--- src/rtl/alu_ctrl_pkg.sv ---
// +--------------------------------------------------------------------------+
// | alu_ctrl_pkg : opcode/condition constants, flag indices, FSM states and  |
// | opcode classification shared by the ALU issue controller.  Rev 1.0       |
// +--------------------------------------------------------------------------+
`default_nettype none

package alu_ctrl_pkg;

    localparam logic [4:0] OP_AND = 5'b00000;
    localparam logic [4:0] OP_EOR = 5'b00001;
    localparam logic [4:0] OP_SUB = 5'b00010;
    localparam logic [4:0] OP_RSB = 5'b00011;
    localparam logic [4:0] OP_ADD = 5'b00100;
    localparam logic [4:0] OP_TST = 5'b01000;
    localparam logic [4:0] OP_TEQ = 5'b01001;
    localparam logic [4:0] OP_CMP = 5'b01010;
    localparam logic [4:0] OP_CMN = 5'b01011;
    localparam logic [4:0] OP_ORR = 5'b01100;
    localparam logic [4:0] OP_MOV = 5'b01101;
    localparam logic [4:0] OP_BIC = 5'b01110;
    localparam logic [4:0] OP_MVN = 5'b01111;

    localparam logic [3:0] COND_EQ = 4'b0000;
    localparam logic [3:0] COND_NE = 4'b0001;
    localparam logic [3:0] COND_CS = 4'b0010;
    localparam logic [3:0] COND_CC = 4'b0011;
    localparam logic [3:0] COND_MI = 4'b0100;
    localparam logic [3:0] COND_PL = 4'b0101;
    localparam logic [3:0] COND_VS = 4'b0110;
    localparam logic [3:0] COND_VC = 4'b0111;
    localparam logic [3:0] COND_HI = 4'b1000;
    localparam logic [3:0] COND_LS = 4'b1001;
    localparam logic [3:0] COND_GE = 4'b1010;
    localparam logic [3:0] COND_LT = 4'b1011;
    localparam logic [3:0] COND_GT = 4'b1100;
    localparam logic [3:0] COND_LE = 4'b1101;
    localparam logic [3:0] COND_AL = 4'b1110;
    localparam logic [3:0] COND_NV = 4'b1111;

    localparam int FLAG_Z = 0;
    localparam int FLAG_C = 1;
    localparam int FLAG_N = 2;
    localparam int FLAG_V = 3;

    typedef logic [1:0] state_t;
    localparam state_t ST_IDLE = 2'd0;
    localparam state_t ST_EXEC = 2'd1;
    localparam state_t ST_WB   = 2'd2;

    // Compare/test ops set flags unconditionally and never write a register.
    function automatic logic is_compare(input logic [4:0] op);
        logic res;
        res = 1'b0;
        case (op)
            OP_TST, OP_TEQ, OP_CMP, OP_CMN: res = 1'b1;
            default:                        res = 1'b0;
        endcase
        return res;
    endfunction

    function automatic logic is_arith(input logic [4:0] op);
        logic res;
        res = 1'b0;
        case (op)
            OP_SUB, OP_RSB, OP_ADD, OP_CMP, OP_CMN: res = 1'b1;
            default:                                res = 1'b0;
        endcase
        return res;
    endfunction

    function automatic logic is_legal(input logic [4:0] op);
        logic res;
        res = 1'b0;
        case (op)
            OP_AND, OP_EOR, OP_SUB, OP_RSB, OP_ADD,
            OP_TST, OP_TEQ, OP_CMP, OP_CMN,
            OP_ORR, OP_MOV, OP_BIC, OP_MVN:     res = 1'b1;
            default:                            res = 1'b0;
        endcase
        return res;
    endfunction

endpackage

`default_nettype wire

--- src/rtl/cond_check.sv ---
// +--------------------------------------------------------------------------+
// | cond_check : evaluates an ARM condition field against NZCV flags.        |
// | Rev 1.0                                                                  |
// +--------------------------------------------------------------------------+
`default_nettype none

module cond_check
    import alu_ctrl_pkg::*;
(
    input  logic [3:0] cond,
    input  logic [3:0] flags,
    output logic       pass
);

    logic w_z;
    logic w_c;
    logic w_n;
    logic w_v;

    assign w_z = flags[FLAG_Z];
    assign w_c = flags[FLAG_C];
    assign w_n = flags[FLAG_N];
    assign w_v = flags[FLAG_V];

    always_comb begin
        pass = 1'b0;
        case (cond)
            COND_EQ: pass = w_z;
            COND_NE: pass = ~w_z;
            COND_CS: pass = w_c;
            COND_CC: pass = ~w_c;
            COND_MI: pass = w_n;
            COND_PL: pass = ~w_n;
            COND_VS: pass = w_v;
            COND_VC: pass = ~w_v;
            COND_HI: pass = w_c & ~w_z;
            COND_LS: pass = ~w_c | w_z;
            COND_GE: pass = (w_n == w_v);
            COND_LT: pass = (w_n != w_v);
            COND_GT: pass = ~w_z & (w_n == w_v);
            COND_LE: pass = w_z | (w_n != w_v);
            COND_AL: pass = 1'b1;
            COND_NV: pass = 1'b0;
            default: pass = 1'b0;
        endcase
    end

endmodule

`default_nettype wire

--- src/rtl/alu_issue_ctrl.sv ---
// +--------------------------------------------------------------------------+
// | alu_issue_ctrl : IDLE->EXEC->WB sequencer in front of a combinational    |
// | ALU; owns NZCV, drives the ALU and the register-file write port. Rev 1.0 |
// +--------------------------------------------------------------------------+
`default_nettype none

module alu_issue_ctrl
    import alu_ctrl_pkg::*;
#(
    parameter int DATA_W     = 32,
    parameter int REG_ADDR_W = 4
) (
    input  logic                  clk,
    input  logic                  rst_n,

    input  logic                  in_valid,
    output logic                  in_ready,
    input  logic [3:0]            in_cond,
    input  logic [4:0]            in_opcode,
    input  logic                  in_setflags,
    input  logic [REG_ADDR_W-1:0] in_rd,
    input  logic [DATA_W-1:0]     in_op1,
    input  logic [DATA_W-1:0]     in_op2,

    input  logic                  flush,
    input  logic                  cpsr_we,
    input  logic [3:0]            cpsr_wdata,

    output logic                  alu_execute,
    output logic [DATA_W-1:0]     alu_data1,
    output logic [DATA_W-1:0]     alu_data2,
    output logic [4:0]            alu_operation,
    input  logic [DATA_W-1:0]     alu_result,
    input  logic [3:0]            alu_flags,

    output logic                  wb_en,
    output logic [REG_ADDR_W-1:0] wb_addr,
    output logic [DATA_W-1:0]     wb_data,
    output logic [3:0]            cpsr_flags,
    output logic                  skipped,
    output logic                  illegal
);

    state_t                r_state;
    state_t                w_state_nxt;

    logic [3:0]            r_cond;
    logic [4:0]            r_opcode;
    logic                  r_setflags;
    logic [REG_ADDR_W-1:0] r_rd;
    logic [DATA_W-1:0]     r_op1;
    logic [DATA_W-1:0]     r_op2;

    logic [DATA_W-1:0]     r_result;
    logic [3:0]            r_res_flags;
    logic                  r_pass;
    logic                  r_illegal;
    logic [3:0]            r_cpsr;

    logic                  w_accept;
    logic                  w_pass;
    logic                  w_legal;
    logic                  w_wb_live;
    logic                  w_commit;
    logic                  w_flag_upd;
    logic [3:0]            w_flags_nxt;

    cond_check u_cond_check (
        .cond  (r_cond),
        .flags (r_cpsr),
        .pass  (w_pass)
    );

    assign w_legal  = is_legal(r_opcode);
    assign in_ready = (r_state == ST_IDLE);
    assign w_accept = in_ready & in_valid;

    always_comb begin
        w_state_nxt = r_state;
        case (r_state)
            ST_IDLE: w_state_nxt = in_valid ? ST_EXEC : ST_IDLE;
            ST_EXEC: w_state_nxt = flush    ? ST_IDLE : ST_WB;
            ST_WB:   w_state_nxt = ST_IDLE;
            default: w_state_nxt = ST_IDLE;
        endcase
    end

    // WB side effects are gated by flush combinationally so an abort in the
    // WB cycle itself still suppresses the write and the status pulses.
    assign w_wb_live  = (r_state == ST_WB) & ~flush;
    assign w_commit   = w_wb_live & ~r_illegal & r_pass;
    assign wb_en      = w_commit & ~is_compare(r_opcode);
    assign illegal    = w_wb_live & r_illegal;
    assign skipped    = w_wb_live & ~r_illegal & ~r_pass;
    assign w_flag_upd = w_commit & (is_compare(r_opcode) | r_setflags);

    always_comb begin
        w_flags_nxt         = r_cpsr;
        w_flags_nxt[FLAG_N] = r_res_flags[FLAG_N];
        w_flags_nxt[FLAG_Z] = r_res_flags[FLAG_Z];
        if (is_arith(r_opcode)) begin
            w_flags_nxt[FLAG_C] = r_res_flags[FLAG_C];
            w_flags_nxt[FLAG_V] = r_res_flags[FLAG_V];
        end
    end

    assign alu_execute   = (r_state == ST_EXEC) & w_pass & w_legal;
    assign alu_data1     = r_op1;
    assign alu_data2     = r_op2;
    assign alu_operation = r_opcode;
    assign wb_addr       = r_rd;
    assign wb_data       = r_result;
    assign cpsr_flags    = r_cpsr;

    always_ff @(posedge clk or negedge rst_n) begin
        if (!rst_n) begin
            r_state     <= ST_IDLE;
            r_cond      <= '0;
            r_opcode    <= '0;
            r_setflags  <= 1'b0;
            r_rd        <= '0;
            r_op1       <= '0;
            r_op2       <= '0;
            r_result    <= '0;
            r_res_flags <= '0;
            r_pass      <= 1'b0;
            r_illegal   <= 1'b0;
            r_cpsr      <= '0;
        end else begin
            r_state <= w_state_nxt;

            if (w_accept) begin
                r_cond     <= in_cond;
                r_opcode   <= in_opcode;
                r_setflags <= in_setflags;
                r_rd       <= in_rd;
                r_op1      <= in_op1;
                r_op2      <= in_op2;
            end

            if (r_state == ST_EXEC) begin
                r_result    <= alu_result;
                r_res_flags <= alu_flags;
                r_pass      <= w_pass;
                r_illegal   <= ~w_legal;
            end

            // A direct MSR-style load overrides any same-cycle flag update.
            if (cpsr_we) begin
                r_cpsr <= cpsr_wdata;
            end else if (w_flag_upd) begin
                r_cpsr <= w_flags_nxt;
            end
        end
    end

endmodule

`default_nettype wire

--- config.mk ---
export PLATFORM = sky130hd
export DESIGN_NAME = alu_issue_ctrl
export DESIGN_NICKNAME = d
export VERILOG_FILES = /design/src/rtl/alu_ctrl_pkg.sv /design/src/rtl/cond_check.sv /design/src/rtl/alu_issue_ctrl.sv
export SDC_FILE = /design/constraint.sdc
export NUM_CORES = 1
export LEC_CHECK = 0
export CORE_UTILIZATION = 40
export CTS_CLUSTER_DIAMETER = 200
export CTS_CLUSTER_SIZE = 20
export DETAILED_ROUTE_END_ITERATION = 12
export PLACE_DENSITY = 0.8
export SYNTH_ARGS = -nofsm -noshare
export SYNTH_HDL_FRONTEND = slang
export SYNTH_SLANG_ARGS = --single-unit
--- constraint.sdc ---
create_clock -name clk -period 2.15 [get_ports clk]
set_input_delay 0.43 -clock clk [delete_from_list [all_inputs] [get_ports clk]]
set_output_delay 0.43 -clock clk [all_outputs]
set_load 0.02 [all_outputs]
==> summary.md <==
| Metric | Value |
|---|---|
| Yosys cell types | `33` |
| Share of layout cells above drive strength 1 | `0.242` |
| Post-synth EDFFs | `0` |
| Setup slack at placement | `-418 ps` |
| Residual DRC | `12` |
| Global-route wire length before repair | `21600 um` |
| Die Width | `112 um` |
| Period utilisation layout | `1.15` |
| FF-to-FF path depth | `6` |
| Root Buffer | `clkbuf_16` |
| Flop2flop setup slack | `200 ps` |
| Vias after detailed routing | `3945` |
| Top post-synthesis cells by area | `dfrtp_1 (63%), mux2_2 (18%), nand2_1 (9.0%)` |
| Met2 Use GR | `0.394` |
| Fin crit period | `2480 ps` |
| Synth warnings | `0` |
| CTS tree | `yes` |
| Setup crit end kind | `output port` |
| Share of the synthesized area in the top cell type | `0.633` |
| Drt total wl | `13700 um` |
| Initial antenna violation count | `0` |
| Vias per Instance | `4.88` |
| DIE HEIGHT | `112 um` |
| Worst Path Required | `1720 ps` |
| Worst Setup Start Kind | `register` |
| N_diodes | `0` |
| GR Util met3 | `0.0904` |
| Clock H-tree levels | `4` |
| I/O Pins | `237` |
| Post-Syn Area | `4820 um2` |
| Initial Utilization | `0.417` |
| Vias in the first global route | `4275` |
| Most frequent cells after synthesis | `dfrtp_1 (122), nand2_1 (116), mux2_2 (77), buf_2 (11), o21ai_0 (7)` |
| Post-synth ARST share | `1.00` |
| Total chip power | `8.41 mW` |
| Setup Crit Path Kind | `register to output port` |
| Failing checks | `design-rule violations, negative setup slack` |
| Placed wire-length estimate | `9670 um` |
| Status | `finished with violations` |
| Fin Setup TNS | `-329 ps` |
| Seq/Total Area, Yosys | `0.633` |
| Hold Slack | `449 ps` |
| DRT iter0 DRCs | `201` |
| Area growth syn-to-layout | `70.3%` |
| Min-delay worst type | `input port to asynchronous set/reset pin` |
| Worst Path Arrival | `2050 ps` |
| Final Instance Area | `8210 um2` |
| Syn nets | `509` |
| Pwr dens | `1020 nW/um2` |
| GR Util All Layers | `0.226` |
| Worst-path clk slew | `50 ps` |
| Maximum vdd drop | `0.647 mV` |
| DRT Pass-1 Iters | `8` |
| Fin cells | `808` |
| Pins Over Slew Limit | `0` |
| Slew Limit Headroom | `0.713` |
| RSZ-0062 raised after global routing | `true` |
| Mapped Cells | `386` |
| Fmax | `403 MHz` |
| GPL Wtd Cong | `0.837` |
| MaxCap Viol Count | `0` |
| DR WL/cell | `16.9 um` |
| CTS Buffer Depth | `2` |
| Final Setup Violations | `1` |
| Top Usage Layer GRT | `met2` |
| Port buffer count | `236` |
| Cell accounting for the most synthesized area | `dfrtp_1` |
| Final nets | `775` |
| Skew-Pair Late Insertion Delay | `410 ps` |
| Cell leakage power | `3.59 nW` |
| Avg Cell Area, Syn | `12.5 um2` |
| Die area | `12500 um2` |
| Clock skew | `7.37 ps` |
| Core Util, Final | `0.710` |
| Largest net degree at the start of global routing | `54` |
| Met1 GRT Util | `0.241` |
| GRT overflow | `0` |
| PnR worst setup slack | `-329 ps` |
| Clock Sinks | `122` |
| Critical path peak fanout | `3` |
| Post-route ant nets | `0` |
| Core ar. | `11600 um2` |
| Count leader, synth | `dfrtp_1` |
| Ys flop type | `dfrtp_1` |
| R2R Path Start | `r_state[0]` |
| FP Rows | `39` |
| Hold Violations, Final | `0` |
| Dpl cells | `772` |
| TritonCTS Buffers | `17` |
| Worst Max-Slew Pin Slew | `431 ps` |
| Dpl cell area | `7520 um2` |
| Synth Register Bits | `122` |
| R2r endpoint | `cpsr_flags[3]` |
-- power breakdown --
| group | total [mW] | internal (mW) | switching (mW) | leakage, nW |
|---|---|---|---|---|
| Sequential | 3.04 | 2.75 | 0.282 | 1.45 |
| Combinational | 2.57 | 1.37 | 1.21 | 1.86 |
| Clock | 2.80 | 1.78 | 1.01 | 0.280 |
| Total | 8.41 | 5.91 | 2.50 | 3.59 |
-- layout by cell type, fill, tap and decap left out, types with 2 or more instances in the layout --
cell / count
clkinv_2: 5
inv_1: 5
clkinvlp_4: 5
clkbuf_16: 17
nor2b_1: 3
nor3_2: 2
o21ai_0: 6
mux2_2: 77
buf_4: 27
buf_6: 2
buf_12: 3
a211oi_2: 2
nand2b_1: 2
a2111oi_4: 2
nand2_1: 116
bufinv_16: 2
dfrtp_2: 2
clkdlybuf4s50_1: 229
nor2_1: 4
mux2i_1: 2
o211ai_1: 2
xnor2_2: 2
clkbuf_8: 3
dfrtp_1: 120
-- routing by layer --
| layer | routed length [um] | up-vias |
|---|---|---|
| li1 | - | 1812 |
| met1 | 5030 | 1929 |
| met2 | 7190 | 174 |
| met3 | 1160 | 30 |
| met4 | 295 | 0 |
| met5 | 0 | - |
-- flip-flops by register name (all words and copies together) (netlist names) --
register and cells:
alu_data1 32, alu_data2 32, wb_data 32, alu_operation 5, cpsr_flags 4, r_cond 4
r_res_flags 4, wb_addr 4, r_state 2, r_illegal 1, r_pass 1, r_setflags 1
-- worst max-delay path, stage by stage, from the launching register on --
cell and delay, ps:
dfrtp_1 410, xnor2_2 300, o21ai_1 100, o2bb2ai_1 170, a2111oi_4 470, nor3_4 50
buf_6 140
-- area by class of cell --
type | instances | area [um2]
fillers | 824 | 3350
flip-flops and latches | 122 | 3060
repair buffers | 266 | 2620
multi-input cells | 240 | 1750
clock buffers | 20 | 467
well taps | 143 | 179
clock inverters | 12 | 123
inverters | 5 | 18.8
-- cells by family after synthesis --
family,synth area share
compound gates,0.0314
xor+xnor,0.00883
buf+inv,0.0215
flops,0.633
mux,0.188
simple gates,0.117
-- worst max-delay path by stage --
stage                  start           to  slack, ps  depth (start not counted)
2_1_floorplan  cpsr_flags[2]  alu_execute         60                          5
3_3_place_gp           flush        wb_en       -320                          5
3_5_place_dp           flush        wb_en       -420                          5
4_1_cts        cpsr_flags[3]  alu_execute       -340                          8
5_1_grt        cpsr_flags[3]  alu_execute       -440                          6
6_report       cpsr_flags[2]  alu_execute       -330                          6
-- repair_timing --
item                       4_1_cts  5_1_grt
cloned                           0        0
setup buffers                    2        2
pin swaps                        7        7
hold buffers                     1        0
hold endpoints to repair        19        0
setup endpoints to repair        5        3
resized for setup               23       13
Power figures use the tool's default switching activity.
